`config.mk`:
```
export PLATFORM = sky130hd
export DESIGN_NAME = instr_loader
export DESIGN_NICKNAME = d
export VERILOG_FILES = /design/src/rtl/instr_loader.sv
export SDC_FILE = /design/constraint.sdc
export NUM_CORES = 2
export LEC_CHECK = 0
export BUFFER_PORTS_ARGS = -buffer_cell sky130_fd_sc_hd__buf_2
export CELL_PAD_IN_SITES_DETAIL_PLACEMENT = 1
export CELL_PAD_IN_SITES_GLOBAL_PLACEMENT = 2
export CORE_ASPECT_RATIO = 2
export CORE_UTILIZATION = 46
export DETAILED_ROUTE_END_ITERATION = 8
export PLACE_DENSITY = 0.85
export SLEW_MARGIN = 10
export SYNTH_ARGS = -nofsm -noshare
export SYNTH_HDL_FRONTEND = slang
export SYNTH_SLANG_ARGS = --single-unit
```
`constraint.sdc`:
```
create_clock -name clk -period 3.9 [get_ports clk]
set_input_delay 0.39 -clock clk [delete_from_list [all_inputs] [get_ports clk]]
set_output_delay 0.39 -clock clk [all_outputs]
set_load 0.02 [all_outputs]
```
`src/rtl/instr_loader.sv`:
```
// instr_loader: receives a framed program over a valid/ready byte stream
// and writes it into a 256 x 12 instruction store. The processor is held
// in reset until a frame passes its checksum.
//
// Frame: HDR, N (0 means 256), N pairs {HI, LO}, checksum.
// The checksum is the XOR of N and every HI and LO byte.
//
// Ports
//   clk        : rising-edge clock
//   rst        : asynchronous, active-high reset
//   rx_valid   : byte-stream valid
//   rx_data    : byte-stream data
//   rx_ready   : byte-stream ready; a byte moves on an edge with valid & ready
//   instr_addr : processor fetch address
//   instr      : store[instr_addr], combinational read
//   proc_rst   : processor hold-in-reset (low only while running)
//   load_done  : program loaded, processor running
//   load_err   : last frame rejected
module instr_loader #(
  parameter logic [7:0] HDR = 8'hA5
) (
  input  logic        clk,
  input  logic        rst,
  input  logic        rx_valid,
  input  logic [7:0]  rx_data,
  output logic        rx_ready,
  input  logic [7:0]  instr_addr,
  output logic [11:0] instr,
  output logic        proc_rst,
  output logic        load_done,
  output logic        load_err
);

  typedef enum logic [2:0] {
    IDLE  = 3'd0,
    COUNT = 3'd1,
    HI    = 3'd2,
    LO    = 3'd3,
    CSUM  = 3'd4,
    RUN   = 3'd5,
    ERR   = 3'd6
  } state_t;

  state_t      state_r;
  state_t      state_nxt_s;
  logic [7:0]  wa_r;
  logic [8:0]  rem_r;
  logic [7:0]  cs_r;
  logic [3:0]  hi_r;
  logic        rx_ready_r;
  logic        proc_rst_r;
  logic        load_done_r;
  logic        load_err_r;
  logic        accept_s;
  logic [11:0] store_r [256];

  // Running XOR checksum over the frame body.
  function automatic logic [7:0] csum_update(input logic [7:0] cs,
                                             input logic [7:0] b);
    return cs ^ b;
  endfunction

  assign accept_s  = rx_valid & rx_ready_r;
  assign rx_ready  = rx_ready_r;
  assign proc_rst  = proc_rst_r;
  assign load_done = load_done_r;
  assign load_err  = load_err_r;
  assign instr     = store_r[instr_addr];

  // Next-state decode; the state only moves on an accepted byte.
  always_comb begin
    state_nxt_s = state_r;
    if (accept_s) begin
      case (state_r)
        IDLE, RUN, ERR: begin
          if (rx_data == HDR) begin
            state_nxt_s = COUNT;
          end else begin
            state_nxt_s = state_r;
          end
        end
        COUNT: state_nxt_s = HI;
        HI: begin
          if (rx_data[7:4] != 4'h0) begin
            state_nxt_s = ERR;
          end else begin
            state_nxt_s = LO;
          end
        end
        LO: begin
          // rem_r is the count before this pair completes.
          if (rem_r == 9'd1) begin
            state_nxt_s = CSUM;
          end else begin
            state_nxt_s = HI;
          end
        end
        CSUM: begin
          if (rx_data == cs_r) begin
            state_nxt_s = RUN;
          end else begin
            state_nxt_s = ERR;
          end
        end
        default: state_nxt_s = IDLE;
      endcase
    end else begin
      state_nxt_s = state_r;
    end
  end

  // Loader FSM, datapath registers and registered status outputs.
  always_ff @(posedge clk or posedge rst) begin
    if (rst) begin
      state_r     <= IDLE;
      wa_r        <= 8'd0;
      rem_r       <= 9'd0;
      cs_r        <= 8'd0;
      hi_r        <= 4'd0;
      rx_ready_r  <= 1'b0;
      proc_rst_r  <= 1'b1;
      load_done_r <= 1'b0;
      load_err_r  <= 1'b0;
    end else begin
      rx_ready_r  <= 1'b1;
      state_r     <= state_nxt_s;
      // Flags follow the next state so they line up with the state register.
      proc_rst_r  <= (state_nxt_s != RUN);
      load_done_r <= (state_nxt_s == RUN);
      load_err_r  <= (state_nxt_s == ERR);
      if (accept_s) begin
        case (state_r)
          IDLE, RUN, ERR: begin
            if (rx_data == HDR) begin
              wa_r <= 8'd0;
              cs_r <= 8'd0;
            end else begin
              wa_r <= wa_r;
              cs_r <= cs_r;
            end
          end
          COUNT: begin
            rem_r <= (rx_data == 8'd0) ? 9'd256 : {1'b0, rx_data};
            cs_r  <= csum_update(cs_r, rx_data);
          end
          HI: begin
            cs_r <= csum_update(cs_r, rx_data);
            if (rx_data[7:4] == 4'h0) begin
              hi_r <= rx_data[3:0];
            end else begin
              hi_r <= hi_r;
            end
          end
          LO: begin
            wa_r  <= wa_r + 8'd1;
            rem_r <= rem_r - 9'd1;
            cs_r  <= csum_update(cs_r, rx_data);
          end
          CSUM: begin
            cs_r <= cs_r;
          end
          default: begin
            cs_r <= cs_r;
          end
        endcase
      end else begin
        cs_r <= cs_r;
      end
    end
  end

  // Instruction store write port; contents survive reset on purpose.
  always_ff @(posedge clk) begin
    if (accept_s && (state_r == LO)) begin
      store_r[wa_r] <= {hi_r, rx_data};
    end else begin
      store_r[wa_r] <= store_r[wa_r];
    end
  end

endmodule

```
==> flow_summary.json <==
{
  "clock_tree_from_tritoncts": "yes",
  "power.sequential.fraction_pct": 55.0,
  "synth_ff_type": "sky130_fd_sc_hd__edfxtp_1",
  "gp_congestion": 0.907,
  "postSynthAreaPerCell_um2": 22.0,
  "antenna_found_initial": 11,
  "n_fill_cell": 22786,
  "first_global_vias": 66532,
  "max_slew.worst_pin.slew_ps": 1580,
  "synth-seq-cells": 3108,
  "floorplan.initialDensity_pct": 46.3,
  "library_cell_with_the_highest_instance_count_after_synthesis": "sky130_fd_sc_hd__edfxtp_1",
  "row_count": 265,
  "syn-instance-count": 5482,
  "dieWidth_um": 364,
  "netlist.area_leader.share_pct": 76.5,
  "grt_setup_unrepaired": "yes",
  "tritoncts.num_buffers": 246,
  "io_buffer_count": 34,
  "switching_share_pct": 22.5,
  "grt_start_max_net_pins": 164,
  "share_comb_of_total_power_pct": 7.0,
  "async_set_or_reset_register_ratio_after_synthesis_pct": 1.16,
  "max_freq_ghz": 0.251,
  "net_switching_power_mw": 15.3,
  "placed_cell_area_um2": 130000,
  "outcome": "complete, but fails checks",
  "cp_common_cell": "sky130_fd_sc_hd__buf_4",
  "yosys_warnings": 0,
  "final_critical_path_setup_slack_ps": -84.7,
  "ys_types": 69,
  "die_height_um": 726,
  "netlist_area_um2": 121000,
  "critPathSlowestCell": "sky130_fd_sc_hd__a211oi_1",
  "clkPwrFrac_pct": 38.0,
  "numClockSinks": 3108,
  "synthToLayoutAreaGrowth_pct": 14.7,
  "worst-path-buf-inv": 8,
  "via_per_inst": 6.34,
  "grt_overflow": 0,
  "clock_insertion_delay_worst_skew_ps": 930,
  "slew_viol_final": 52,
  "tot_pwr_mw": 67.9,
  "finalWorstPathRequiredPeriod_ps": 3980,
  "grt.total_usage_pct": 27.7,
  "h-tree-depth": 4,
  "clock_path_buffers": 4,
  "nNetsFinal": 6167,
  "critPathLaunchType": "input pin",
  "final_design_area_no_fill_um2": 138000,
  "finalSetupViolations": 3,
  "clk_pin_slew_ps": 70,
  "floorplan.io_pins": 35,
  "max_slew_margin_vs_limit_pct": -5.37,
  "p_leak_nw": 44.6,
  "library_cell_occupying_the_most_area_in_the_post_synthesis_netlist": "sky130_fd_sc_hd__edfxtp_1",
  "vdd_drop_max_v": 0.000416,
  "edff_count_synth": 3072,
  "top_cells_by_instance_count_after_synthesis": "sky130_fd_sc_hd__edfxtp_1 (3,072), sky130_fd_sc_hd__mux4_2 (749), sky130_fd_sc_hd__nor2_1 (298), sky130_fd_sc_hd__mux2i_1 (241), sky130_fd_sc_hd__clkbuf_1 (125)",
  "proportion_of_synthesized_chip_area_in_sequential_cells_pct": 77.2,
  "coreArea_um2": 261000,
  "vias": 62257,
  "cp.required_ps": 3510,
  "crit_path_max_incr_delay_ps": 730,
  "failing_checks": "slew limit, setup timing",
  "die_area_um2": 264000,
  "cp_cell_sequence": "buf_16, buf_4, buf_12, buf_12, buf_4, mux4_2, mux2i_1, buf_4, a211oi_1, nor4_1, nor4_1, buf_4, buf_2",
  "fin_skew_ps": 49.7,
  "fin_tns_setup_ps": -101,
  "hold_ws_ps": 71.3,
  "route.antenna.remaining_nets": 0,
  "powerDensity_nw_per_um2": 491,
  "finish.utilization_pct": 53.1,
  "critPathCaptureType": "output port",
  "timing.setup.critical_path_class": "input pin to output port",
  "drt_first_iter_violations": 7089,
  "worst-endpoint-arrival_ps": 3590,
  "mappedNetlistNets": 5507,
  "routed_wirelength_um": 366000,
  "min-delay-path-class": "input pin to flip-flop",
  "timing.final.crit_share_pct": 102,
  "drc_viols": 0,
  "critical_path.top_delay_family": "buffers and inverters",
  "ys_top_cells_by_area": "sky130_fd_sc_hd__edfxtp_1 (76%), sky130_fd_sc_hd__mux4_2 (14%), sky130_fd_sc_hd__mux2i_1 (2.0%)",
  "highest_fanout_seen_on_the_critical_path": 13,
  "global_route_wire_length_before_repair_um": 511000,
  "finalHoldViolations": 0,
  "drt-wirelength-per-cell_um": 37.3,
  "max_cap_violations": 0,
  "drive_gt1_share_pct": 30.8,
  "detailedRoute.firstPassIterationCount": 9,
  "ctsRootBufferMaster": "sky130_fd_sc_hd__clkbuf_16",
  "power_report.internal_total_mw": 52.6,
  "hpwlAfterDp_um": 239000
}
[power by group through the flow]
stage	clock (mW)	sequential, mW	combinational [mW]
final	25.8	37.4	4.76
after global routing	26.8	37.4	4.91
after CTS	26.0	37.3	4.73
after detailed placement	0	38.1	4.58
after global placement	0	38.1	4.38
after floorplan	0	38.2	2.12
[worst reg2reg max path, stage by stage (launching register included)]
cell                      delay, ps
sky130_fd_sc_hd__dfrtp_1        360
sky130_fd_sc_hd__nand2_1        200
sky130_fd_sc_hd__nor3b_1        350
sky130_fd_sc_hd__and2_1         570
sky130_fd_sc_hd__nand3_2        830
sky130_fd_sc_hd__buf_4          450
sky130_fd_sc_hd__nor2_1         200
sky130_fd_sc_hd__buf_4          340
[state kept, by name, indices dropped and copies added, names as in the netlist]
register,cells
store_r,3072
rem_r,9
cs_r,8
wa_r,8
hi_r,4
state_r,3
load_done,1
load_err,1
proc_rst,1
rx_ready,1
[timing repair]
item                       4_1_cts  5_1_grt
setup buffers                    3        0
gates resized for setup         98        6
setup endpoints to repair       11        5
hold endpoints to repair       193        0
hold buffers                     7        0
pin swaps                       11        5
cloned                           2        0
[cell families after synthesis]
family / share of synthesized area (%)
adders and majority gates: 0.0622
other: 0.00311
muxes: 16.1
and+or+nand+nor: 2.04
xor gates and xnor gates: 0.0871
DFF: 77.2
buffers and inverters: 1.67
AOI/OAI and AO/OA: 2.75
[stage by stage]
step | std cells | setup slack, ps
after floorplan | 5482 | 853
after global placement | 9357 | -1040
after detailed placement | 9357 | -1120
after CTS | 9806 | -7.95
after global routing | 9814 | 1.86
final | 9820 | -84.7
[layer usage]
| metal | global-route usage, % | wire length [um] |
|---|---|---|
| met1 | 28.8 | 113000 |
| met5 | 0 | 34 |
| met4 | 25.9 | 41000 |
| met2 | 47.7 | 188000 |
| met3 | 4.20 | 23700 |
[area by class of cell]
class                      count  area (um2)  area share, %
antenna                       14        35.0         0.0253
clock buffer                 291        6380           4.61
clock inverter               150        1670           1.21
inverter                       9        36.3         0.0262
multi-input combinational   2044       26000           18.8
sequential                  3108       93200           67.3
tap                         3471        4340           3.14
timing repair buffer         733        6730           4.86
[final timing paths]
| kind | end | slack, ps | start | cells past startpoint |
|---|---|---|---|---|
| max in group asynchronous | hi_r[0]$_DFFE_PP0P_ | 3220 | rst | 4 |
| min in group asynchronous | state_r[1]$_DFF_PP0_ | 190 | rst | 4 |
| worst min register to register | cs_r[1]$_DFFE_PP0P_ | 490 | cs_r[1]$_DFFE_PP0P_ | 1 |
| worst max-delay path | instr[10] | -80 | instr_addr[0] | 13 |
| worst min-delay path | proc_rst$_DFF_PP1_ | 70 | rx_valid | 4 |
| worst max register to register | store_r[137][5]$_DFFE_PP_ | 260 | rx_ready$_DFF_PP0_ | 7 |
[cell usage in the layout (no fill, tap or decap), types with 14 or more instances in the layout]
master and n:
sky130_fd_sc_hd__clkinv_1 39, sky130_fd_sc_hd__nand2_1 83, sky130_fd_sc_hd__dfrtp_1 31, sky130_fd_sc_hd__o221ai_1 66
sky130_fd_sc_hd__clkbuf_1 41, sky130_fd_sc_hd__a211oi_2 17, sky130_fd_sc_hd__a22o_1 28, sky130_fd_sc_hd__a22oi_1 54
sky130_fd_sc_hd__edfxtp_1 3072, sky130_fd_sc_hd__nor2_1 295, sky130_fd_sc_hd__o22ai_1 48, sky130_fd_sc_hd__a21oi_1 69
sky130_fd_sc_hd__nor2b_1 26, sky130_fd_sc_hd__clkbuf_16 247, sky130_fd_sc_hd__nand3_1 26, sky130_fd_sc_hd__buf_4 603
sky130_fd_sc_hd__a211oi_1 23, sky130_fd_sc_hd__mux4_2 749, sky130_fd_sc_hd__mux2i_1 239, sky130_fd_sc_hd__mux2_2 17
sky130_fd_sc_hd__diode_2 14, sky130_fd_sc_hd__buf_2 19, sky130_fd_sc_hd__buf_12 82, sky130_fd_sc_hd__o21ai_0 64
sky130_fd_sc_hd__bufinv_16 33, sky130_fd_sc_hd__clkinv_2 48
No activity file was read; power rests on OpenSTA's default activity.
